$ cat src/rtl/nano_int_ctrl_n_if.sv
// ----------------------------------------------------------------------------
// nano_int_ctrl_n_if
// CPU I/O bus bundle for the Nano interrupt controller.
//   io_add  : I/O address driven by the CPU
//   io_din  : write data driven by the CPU
//   io_we   : write strobe driven by the CPU
//   io_dout : read data returned by the peripheral (combinational)
// Modports: master = CPU side, slave = peripheral side.
// ----------------------------------------------------------------------------
interface nano_int_ctrl_n_if;
    logic [7:0] io_add;
    logic [7:0] io_din;
    logic       io_we;
    logic [7:0] io_dout;

    modport master (
        output io_add,
        output io_din,
        output io_we,
        input  io_dout
    );

    modport slave (
        input  io_add,
        input  io_din,
        input  io_we,
        output io_dout
    );
endinterface

$ cat src/rtl/nano_int_ctrl_n.sv
// ----------------------------------------------------------------------------
// nano_int_ctrl_n
// N-channel interrupt controller: input synchronisers, per-channel trigger
// mode, enable mask, pending register, software trigger and fixed-priority
// (lowest index wins) request generation.
// Ports:
//   clk_i     : system clock, all state on the rising edge
//   nrst_i    : synchronous active-low reset
//   eint_i    : asynchronous external interrupt inputs, one per channel
//   bus       : CPU I/O bus (slave modport), register window BASE_ADD..+5
//   int_o     : registered one-hot request of the winning channel
//   int_any_o : registered OR of all active channels
// Register offsets: 0 ENABLE, 1 MODE_LO, 2 MODE_HI, 3 PEND (W1C),
//                   4 VEC (RO), 5 SWTRIG (W1S, reads 0).
// ----------------------------------------------------------------------------
module nano_int_ctrl_n #(
    parameter int unsigned N_CH     = 3,
    parameter logic [7:0]  BASE_ADD = 8'hF0
) (
    input  logic              clk_i,
    input  logic              nrst_i,
    input  logic [N_CH-1:0]   eint_i,
    nano_int_ctrl_n_if.slave  bus,
    output logic [N_CH-1:0]   int_o,
    output logic              int_any_o
);

    // Trigger decision for one channel from its synchronised level and the
    // level seen one cycle earlier.
    function automatic logic chan_event(input logic [1:0] mode,
                                        input logic       s2,
                                        input logic       p);
        logic ev;
        case (mode)
            2'b00:   ev = s2 & ~p;      // rising edge
            2'b01:   ev = ~s2 & p;      // falling edge
            2'b10:   ev = s2 ^ p;       // both edges
            2'b11:   ev = s2;           // level high
            default: ev = 1'b0;
        endcase
        return ev;
    endfunction

    logic [N_CH-1:0]   s1_q, s2_q, p_q;
    logic [N_CH-1:0]   en_q, en_d;
    logic [2*N_CH-1:0] mode_q, mode_d;
    logic [N_CH-1:0]   pend_q, pend_d;
    logic [1:0]        wu_q, wu_d;
    logic [N_CH-1:0]   int_q, int_d;
    logic              int_any_q, int_any_d;

    logic [7:0]        offset_s;
    logic              hit_s;
    logic              wr_en_s, wr_mlo_s, wr_mhi_s, wr_pend_s, wr_sw_s;
    logic              wu_done_s;
    logic [N_CH-1:0]   ev_s, clr_s, set_s, act_s, onehot_s;
    logic [2:0]        idx_s;
    logic              found_s;
    logic [7:0]        en_pad_s, pend_pad_s;
    logic [15:0]       mode_pad_s;
    logic [7:0]        rd_s;
    logic              unused_s;

    // Address decode; subtraction wraps so any BASE_ADD works.
    assign offset_s  = bus.io_add - BASE_ADD;
    assign hit_s     = (offset_s < 8'd6);
    assign wr_en_s   = bus.io_we & hit_s & (offset_s == 8'd0);
    assign wr_mlo_s  = bus.io_we & hit_s & (offset_s == 8'd1);
    assign wr_mhi_s  = bus.io_we & hit_s & (offset_s == 8'd2);
    assign wr_pend_s = bus.io_we & hit_s & (offset_s == 8'd3);
    assign wr_sw_s   = bus.io_we & hit_s & (offset_s == 8'd5);

    // Write-data bits above the channel count carry no state.
    assign unused_s  = ^{bus.io_din, wr_mhi_s, wr_mlo_s};

    // Warm-up counter saturates at 3; events are blocked until then so that
    // inputs already high at reset release do not look like edges.
    assign wu_done_s = (wu_q == 2'd3);
    assign wu_d      = wu_done_s ? 2'd3 : (wu_q + 2'd1);

    // Per-channel event detection from the synchronised input.
    always_comb begin
        ev_s = {N_CH{1'b0}};
        for (int k = 0; k < N_CH; k++) begin
            if (wu_done_s) begin
                ev_s[k] = chan_event(mode_q[2*k +: 2], s2_q[k], p_q[k]);
            end else begin
                ev_s[k] = 1'b0;
            end
        end
    end

    // Register writes: ENABLE, MODE halves, and the pending set/clear merge
    // where a set in the same cycle overrides a write-1-to-clear.
    always_comb begin
        en_d   = en_q;
        mode_d = mode_q;
        clr_s  = {N_CH{1'b0}};
        set_s  = ev_s;
        if (wr_en_s) begin
            en_d = bus.io_din[N_CH-1:0];
        end else begin
            en_d = en_q;
        end
        for (int k = 0; k < N_CH; k++) begin
            if ((k < 4) ? wr_mlo_s : wr_mhi_s) begin
                mode_d[2*k +: 2] = bus.io_din[(2*k) % 8 +: 2];
            end else begin
                mode_d[2*k +: 2] = mode_q[2*k +: 2];
            end
        end
        if (wr_pend_s) begin
            clr_s = bus.io_din[N_CH-1:0];
        end else begin
            clr_s = {N_CH{1'b0}};
        end
        if (wr_sw_s) begin
            set_s = ev_s | bus.io_din[N_CH-1:0];
        end else begin
            set_s = ev_s;
        end
        pend_d = (pend_q & ~clr_s) | set_s;
    end

    // Lowest-index active channel: one-hot request and its binary index.
    always_comb begin
        act_s    = pend_q & en_q;
        onehot_s = {N_CH{1'b0}};
        idx_s    = 3'd0;
        found_s  = 1'b0;
        for (int k = 0; k < N_CH; k++) begin
            if (act_s[k] && !found_s) begin
                onehot_s[k] = 1'b1;
                idx_s       = k[2:0];
                found_s     = 1'b1;
            end else begin
                found_s     = found_s;
            end
        end
        int_d     = onehot_s;
        int_any_d = |act_s;
    end

    // Zero-extend stored fields to full register width for reads.
    always_comb begin
        en_pad_s   = 8'h00;
        pend_pad_s = 8'h00;
        mode_pad_s = 16'h0000;
        en_pad_s[N_CH-1:0]     = en_q;
        pend_pad_s[N_CH-1:0]   = pend_q;
        mode_pad_s[2*N_CH-1:0] = mode_q;
    end

    // Combinational read mux; unmapped offsets and SWTRIG read zero.
    always_comb begin
        rd_s = 8'h00;
        if (hit_s) begin
            case (offset_s)
                8'd0:    rd_s = en_pad_s;
                8'd1:    rd_s = mode_pad_s[7:0];
                8'd2:    rd_s = mode_pad_s[15:8];
                8'd3:    rd_s = pend_pad_s;
                8'd4:    rd_s = {int_any_q, 4'b0000, idx_s};
                default: rd_s = 8'h00;
            endcase
        end else begin
            rd_s = 8'h00;
        end
    end

    assign bus.io_dout = rd_s;

    // State registers with synchronous active-low reset.
    always_ff @(posedge clk_i) begin
        if (!nrst_i) begin
            s1_q      <= {N_CH{1'b0}};
            s2_q      <= {N_CH{1'b0}};
            p_q       <= {N_CH{1'b0}};
            en_q      <= {N_CH{1'b0}};
            mode_q    <= {(2*N_CH){1'b0}};
            pend_q    <= {N_CH{1'b0}};
            wu_q      <= 2'd0;
            int_q     <= {N_CH{1'b0}};
            int_any_q <= 1'b0;
        end else begin
            s1_q      <= eint_i;
            s2_q      <= s1_q;
            p_q       <= s2_q;
            en_q      <= en_d;
            mode_q    <= mode_d;
            pend_q    <= pend_d;
            wu_q      <= wu_d;
            int_q     <= int_d;
            int_any_q <= int_any_d;
        end
    end

    assign int_o     = int_q;
    assign int_any_o = int_any_q;

endmodule

$ cat src/flat_wrapper.sv
// flat-port wrapper written by rule: the top's interface ports become plain ports
module nano_int_ctrl_n_flat 
#(
    parameter int unsigned N_CH     = 3,
    parameter logic [7:0]  BASE_ADD = 8'hF0
)
  (clk_i, nrst_i, eint_i, int_o, int_any_o, bus_io_add, bus_io_din, bus_io_we, bus_io_dout);
  nano_int_ctrl_n_if bus_i ();
  input  logic clk_i;
  input  logic nrst_i;
  input  logic [N_CH-1:0] eint_i;
  output logic [N_CH-1:0] int_o;
  output logic int_any_o;
  input wire logic [$bits(bus_i.io_add)-1:0] bus_io_add;
  input wire logic [$bits(bus_i.io_din)-1:0] bus_io_din;
  input wire logic [$bits(bus_i.io_we)-1:0] bus_io_we;
  output wire logic [$bits(bus_i.io_dout)-1:0] bus_io_dout;
  assign bus_i.io_add = bus_io_add;
  assign bus_i.io_din = bus_io_din;
  assign bus_i.io_we = bus_io_we;
  assign bus_io_dout = bus_i.io_dout;
  nano_int_ctrl_n #(.N_CH(N_CH), .BASE_ADD(BASE_ADD)) u_core (.clk_i(clk_i), .nrst_i(nrst_i), .eint_i(eint_i), .bus(bus_i), .int_o(int_o), .int_any_o(int_any_o));
endmodule
$ cat config.mk
export PLATFORM = sky130hd
export DESIGN_NAME = nano_int_ctrl_n_flat
export DESIGN_NICKNAME = d
export VERILOG_FILES = /design/src/rtl/nano_int_ctrl_n_if.sv /design/src/rtl/nano_int_ctrl_n.sv /design/src/flat_wrapper.sv
export SDC_FILE = /design/constraint.sdc
export NUM_CORES = 1
export LEC_CHECK = 0
export CAP_MARGIN = 30
export CELL_PAD_IN_SITES_DETAIL_PLACEMENT = 0
export CELL_PAD_IN_SITES_GLOBAL_PLACEMENT = 2
export CORE_ASPECT_RATIO = 0.6
export CORE_MARGIN = 3
export CORE_UTILIZATION = 30
export CTS_CLUSTER_DIAMETER = 50
export DETAILED_ROUTE_END_ITERATION = 12
export MAX_ROUTING_LAYER = met4
export PLACE_DENSITY_LB_ADDON = 0.1
export SYNTH_ARGS = -nofsm -noshare
export SYNTH_HDL_FRONTEND = slang
export SYNTH_SLANG_ARGS = --single-unit
$ cat constraint.sdc
create_clock -name clk_i -period 3.6 [get_ports clk_i]
set_input_delay 0.9 -clock clk_i [delete_from_list [all_inputs] [get_ports clk_i]]
set_output_delay 0.9 -clock clk_i [all_outputs]
set_load 0.01 [all_outputs]
==> summary.log <==
INFO  yosys          post_synth.cell_area_avg=8.84µm²
INFO  cells_and_area most_frequent_cells_in_the_layout=28 x sky130_fd_sc_hd__clkdlybuf4s50_1, 27 x sky130_fd_sc_hd__dfxtp_1, 15 x sky130_fd_sc_hd__nand2_1
INFO  clock_tree     clkSinkCount=27
INFO  timing         hold_slack=0.444ns
INFO  route          route.detailed.vias_per_inst=4.62
INFO  power_and_ir_drop ir_drop=0.000127V
INFO  power_and_ir_drop power.switching=0.000124W
INFO  placement      dp.final_hpwl=2470µm
INFO  power_and_ir_drop power.internal=0.000415W
INFO  clock_tree     cts_buffers=3
INFO  run            max_cap_violations=0
INFO  power_and_ir_drop sequentialPowerShare=57.4%
INFO  critical_path  crit_type=input port to primary output
INFO  timing         fmaxAchievable=287MHz
INFO  timing         maxSlewViolCount=0
INFO  yosys          ys_seq_elements=27
INFO  yosys          netlist_instances=145
INFO  clock_tree     ctsHtreeMaxLevel=1
INFO  route          wire_per_inst=13.3µm
INFO  clock_tree     clk_latency=0.27ns
INFO  timing         rsz0062_at_grt=false
INFO  grt            via_count_of_the_first_global_routing_pass=1073
INFO  grt            pin_count_of_the_biggest_net_entering_global_routing=16
INFO  placement      gp_congestion=0.787
INFO  die            floorplan.initialDensity=32.9%
INFO  critical_path  worst_path_required=2.70ns
INFO  yosys          seq_area_frac_synth=42.1%
INFO  grt            antenna_violations_before_repair=0
INFO  die            floorplan.core_area=3890µm²
INFO  route          route.vias.total=1104
INFO  grt            grt_pass1_wl=5350µm
INFO  timing         fin_crit_sh=96.8%
INFO  cells_and_area fraction_of_layout_cells_with_a_size_suffix_above_1=11.5%
INFO  critical_path  timing.critical_path.arrival=2.59ns
INFO  critical_path  timing.critical_path.to_type=primary output
INFO  die            dieWidth=90.4µm
INFO  die            design.die.area=5120µm²
INFO  yosys          mappedNetlistNets=173
INFO  route          final_antenna_net_count=0
INFO  cells_and_area layout_commonest_cell=sky130_fd_sc_hd__clkdlybuf4s50_1
INFO  placement      port_buffers=30
INFO  timing         setup_clock_skew_after_layout=0.00263ns
INFO  power_and_ir_drop swShare=23.0%
INFO  timing         setup-tns-final=0ns
INFO  clock_tree     clk_transition_reported_paths=0.09ns
INFO  clock_tree     cts.root.buffer_cell=sky130_fd_sc_hd__clkbuf_8
INFO  power_and_ir_drop leakage=0.717nW
INFO  cells_and_area num-nets-final=211
INFO  critical_path  worst_setup_path_start_kind=input port
INFO  power_and_ir_drop comb_power_share=11.1%
INFO  cells_and_area instances_no_fill=239
INFO  route          routed_wirelength=3190µm
INFO  die            boundaryPins=34
INFO  route          drt_pass1_iterations=4
INFO  yosys          top_cells_by_area_synth=sky130_fd_sc_hd__dfxtp_1 42%, sky130_fd_sc_hd__ha_1 5.9%, sky130_fd_sc_hd__and2_1 5.4%
INFO  route          drc=0
INFO  grt            grt_util_all_layers=13.6%
INFO  timing         relSlewSlack=66.0%
INFO  cells_and_area utilization=44.9%
INFO  yosys          synth_largest_type_area_fraction=42.1%
INFO  route          starting_drc_count_in_detailed_routing=39
INFO  die            core.rowCount=17
INFO  clock_tree     cts_hold_repair.buffers=0
INFO  critical_path  critical_path_peak_fanout=3
INFO  clock_tree     clk_path_buf_depth=2
INFO  timing         hold_violations=0
INFO  hold_path      worstHoldPathType=register to register
INFO  placement      dp.cells=233
INFO  yosys          synth.largest_area_cell=sky130_fd_sc_hd__dfxtp_1
INFO  power_and_ir_drop clk_pwr_share=31.5%
INFO  clock_tree     clock_tree_from_tritoncts=done
INFO  timing         worst_pin_slew=0.508ns
INFO  yosys          synth-warning-count=0
INFO  timing         setup_violations=0
INFO  yosys          synth_area=1280µm²
INFO  power_and_ir_drop power_per_cell_area=308nW/µm²
INFO  die            die_h=56.6µm
INFO  yosys          synth_cell_type_count=27
INFO  cells_and_area diodes=0
INFO  grt            grt_remaining_overflow=0
INFO  cells_and_area flow.area_growth_from_synthesis=36.4%
INFO  status         outcome=complete, no violations
INFO  timing         period_needed=3.49ns
-- timing repair --
action / CTS / global route
pin swaps: 0 / 2
buffers inserted: 0 / 2
setup endpoints to repair: 3 / 6
gates cloned: 0 / 0
gates resized for setup: 1 / 6
-- worst paths after layout --
| kind | from | end | slack, ns | depth (start not counted) |
|---|---|---|---|---|
| worst max register to register | u_core.p_q[2] | u_core.pend_q[2] | 2.13 | 6 |
| worst min-delay path | u_core.s1_q[1] | u_core.s2_q[1] | 0.44 | 1 |
| worst min register to register | u_core.s1_q[1] | u_core.s2_q[1] | 0.44 | 1 |
| worst max-delay path | bus_io_add[6] | bus_io_dout[2] | 0.11 | 6 |
-- cells by family after synthesis --
| family | share of synthesized area, % |
|---|---|
| AO/OA/AOI/OAI | 8.97 |
| adder cells (fa/ha/maj) | 5.85 |
| buffers and inverters | 7.12 |
| flip-flops | 42.1 |
| multiplexers | 8.39 |
| other | 0.292 |
| AND/OR/NAND/NOR | 27.2 |
-- flip-flops by register name, indices dropped and copies added (netlist names) --
signal	flops
u_core.mode_q	6
u_core.pend_q	3
u_core.p_q	3
u_core.int_any_o	1
u_core.en_q	3
u_core.s1_q	3
u_core.s2_q	3
u_core.wu_q	2
u_core.int_o	3
-- cell type report --
class	instances	area [µm²]
tap	57	71.3
clock buffer	3	41.3
multi-input combinational	98	666
clock inverter	1	5.00
fill	374	2140
inverter	14	52.6
timing repair buffer	39	373
sequential	27	541
-- per-stage QoR --
| step | worst slack, ns | power, W | area, µm² |
|---|---|---|---|
| after detailed placement | -0.0229 | 0.000374 | 1670 |
| final | 0.115 | 0.000539 | 1750 |
| after CTS | 0.0126 | 0.000549 | 1720 |
| after floorplan | 0.990 | 0.000340 | 1280 |
| after global routing | 0.0235 | 0.000566 | 1750 |
| after global placement | 0.0116 | 0.000372 | 1670 |
-- per-layer routing --
| layer | global-route usage [%] | vias up | share of wire [%] |
|---|---|---|---|
| met5 | - | - | 0 |
| met4 | 3.27 | 0 | 0.69 |
| met3 | 3.21 | 4 | 2.6 |
| met2 | 19.6 | 15 | 43 |
| met1 | 19.2 | 512 | 54 |
| li1 | - | 573 | - |
-- power by group through the flow --
stage / registers, W / logic [W] / clock network [W]
final: 0.000309 / 0.0000600 / 0.000170
after global placement: 0.000316 / 0.0000559 / 0
after CTS: 0.000310 / 0.0000579 / 0.000181
after detailed placement: 0.000316 / 0.0000573 / 0
after floorplan: 0.000315 / 0.0000245 / 0
after global routing: 0.000311 / 0.0000665 / 0.000188
-- cells in the mapped netlist --
cell and number:
sky130_fd_sc_hd__buf_4 2, sky130_fd_sc_hd__o211ai_1 2, sky130_fd_sc_hd__nand4_1 5, sky130_fd_sc_hd__conb_1 1, sky130_fd_sc_hd__nand3_1 13, sky130_fd_sc_hd__ha_1 6
sky130_fd_sc_hd__and4b_1 1, sky130_fd_sc_hd__a22oi_1 2, sky130_fd_sc_hd__nor2_1 12, sky130_fd_sc_hd__dfxtp_1 27, sky130_fd_sc_hd__and2_1 11, sky130_fd_sc_hd__mux2i_1 4
sky130_fd_sc_hd__clkbuf_1 2, sky130_fd_sc_hd__nand4b_4 1, sky130_fd_sc_hd__nand2_1 15, sky130_fd_sc_hd__buf_6 1, sky130_fd_sc_hd__inv_1 13, sky130_fd_sc_hd__mux4_2 3
sky130_fd_sc_hd__and4_1 2, sky130_fd_sc_hd__and3b_1 2, sky130_fd_sc_hd__clkinv_1 1, sky130_fd_sc_hd__buf_2 1, sky130_fd_sc_hd__nor2_2 1, sky130_fd_sc_hd__a21oi_1 3
sky130_fd_sc_hd__a31oi_1 4, sky130_fd_sc_hd__o21ai_0 9, sky130_fd_sc_hd__nand3b_1 1
-- worst max-delay path: stages --
cell and delay (ns):
sky130_fd_sc_hd__clkdlybuf4s50_1 0.46, sky130_fd_sc_hd__and4b_1 0.24, sky130_fd_sc_hd__buf_4 0.13, sky130_fd_sc_hd__nand3b_1 0.12
sky130_fd_sc_hd__nor2_1 0.16, sky130_fd_sc_hd__clkdlybuf4s50_1 0.56
Power figures use the tool's default switching activity.
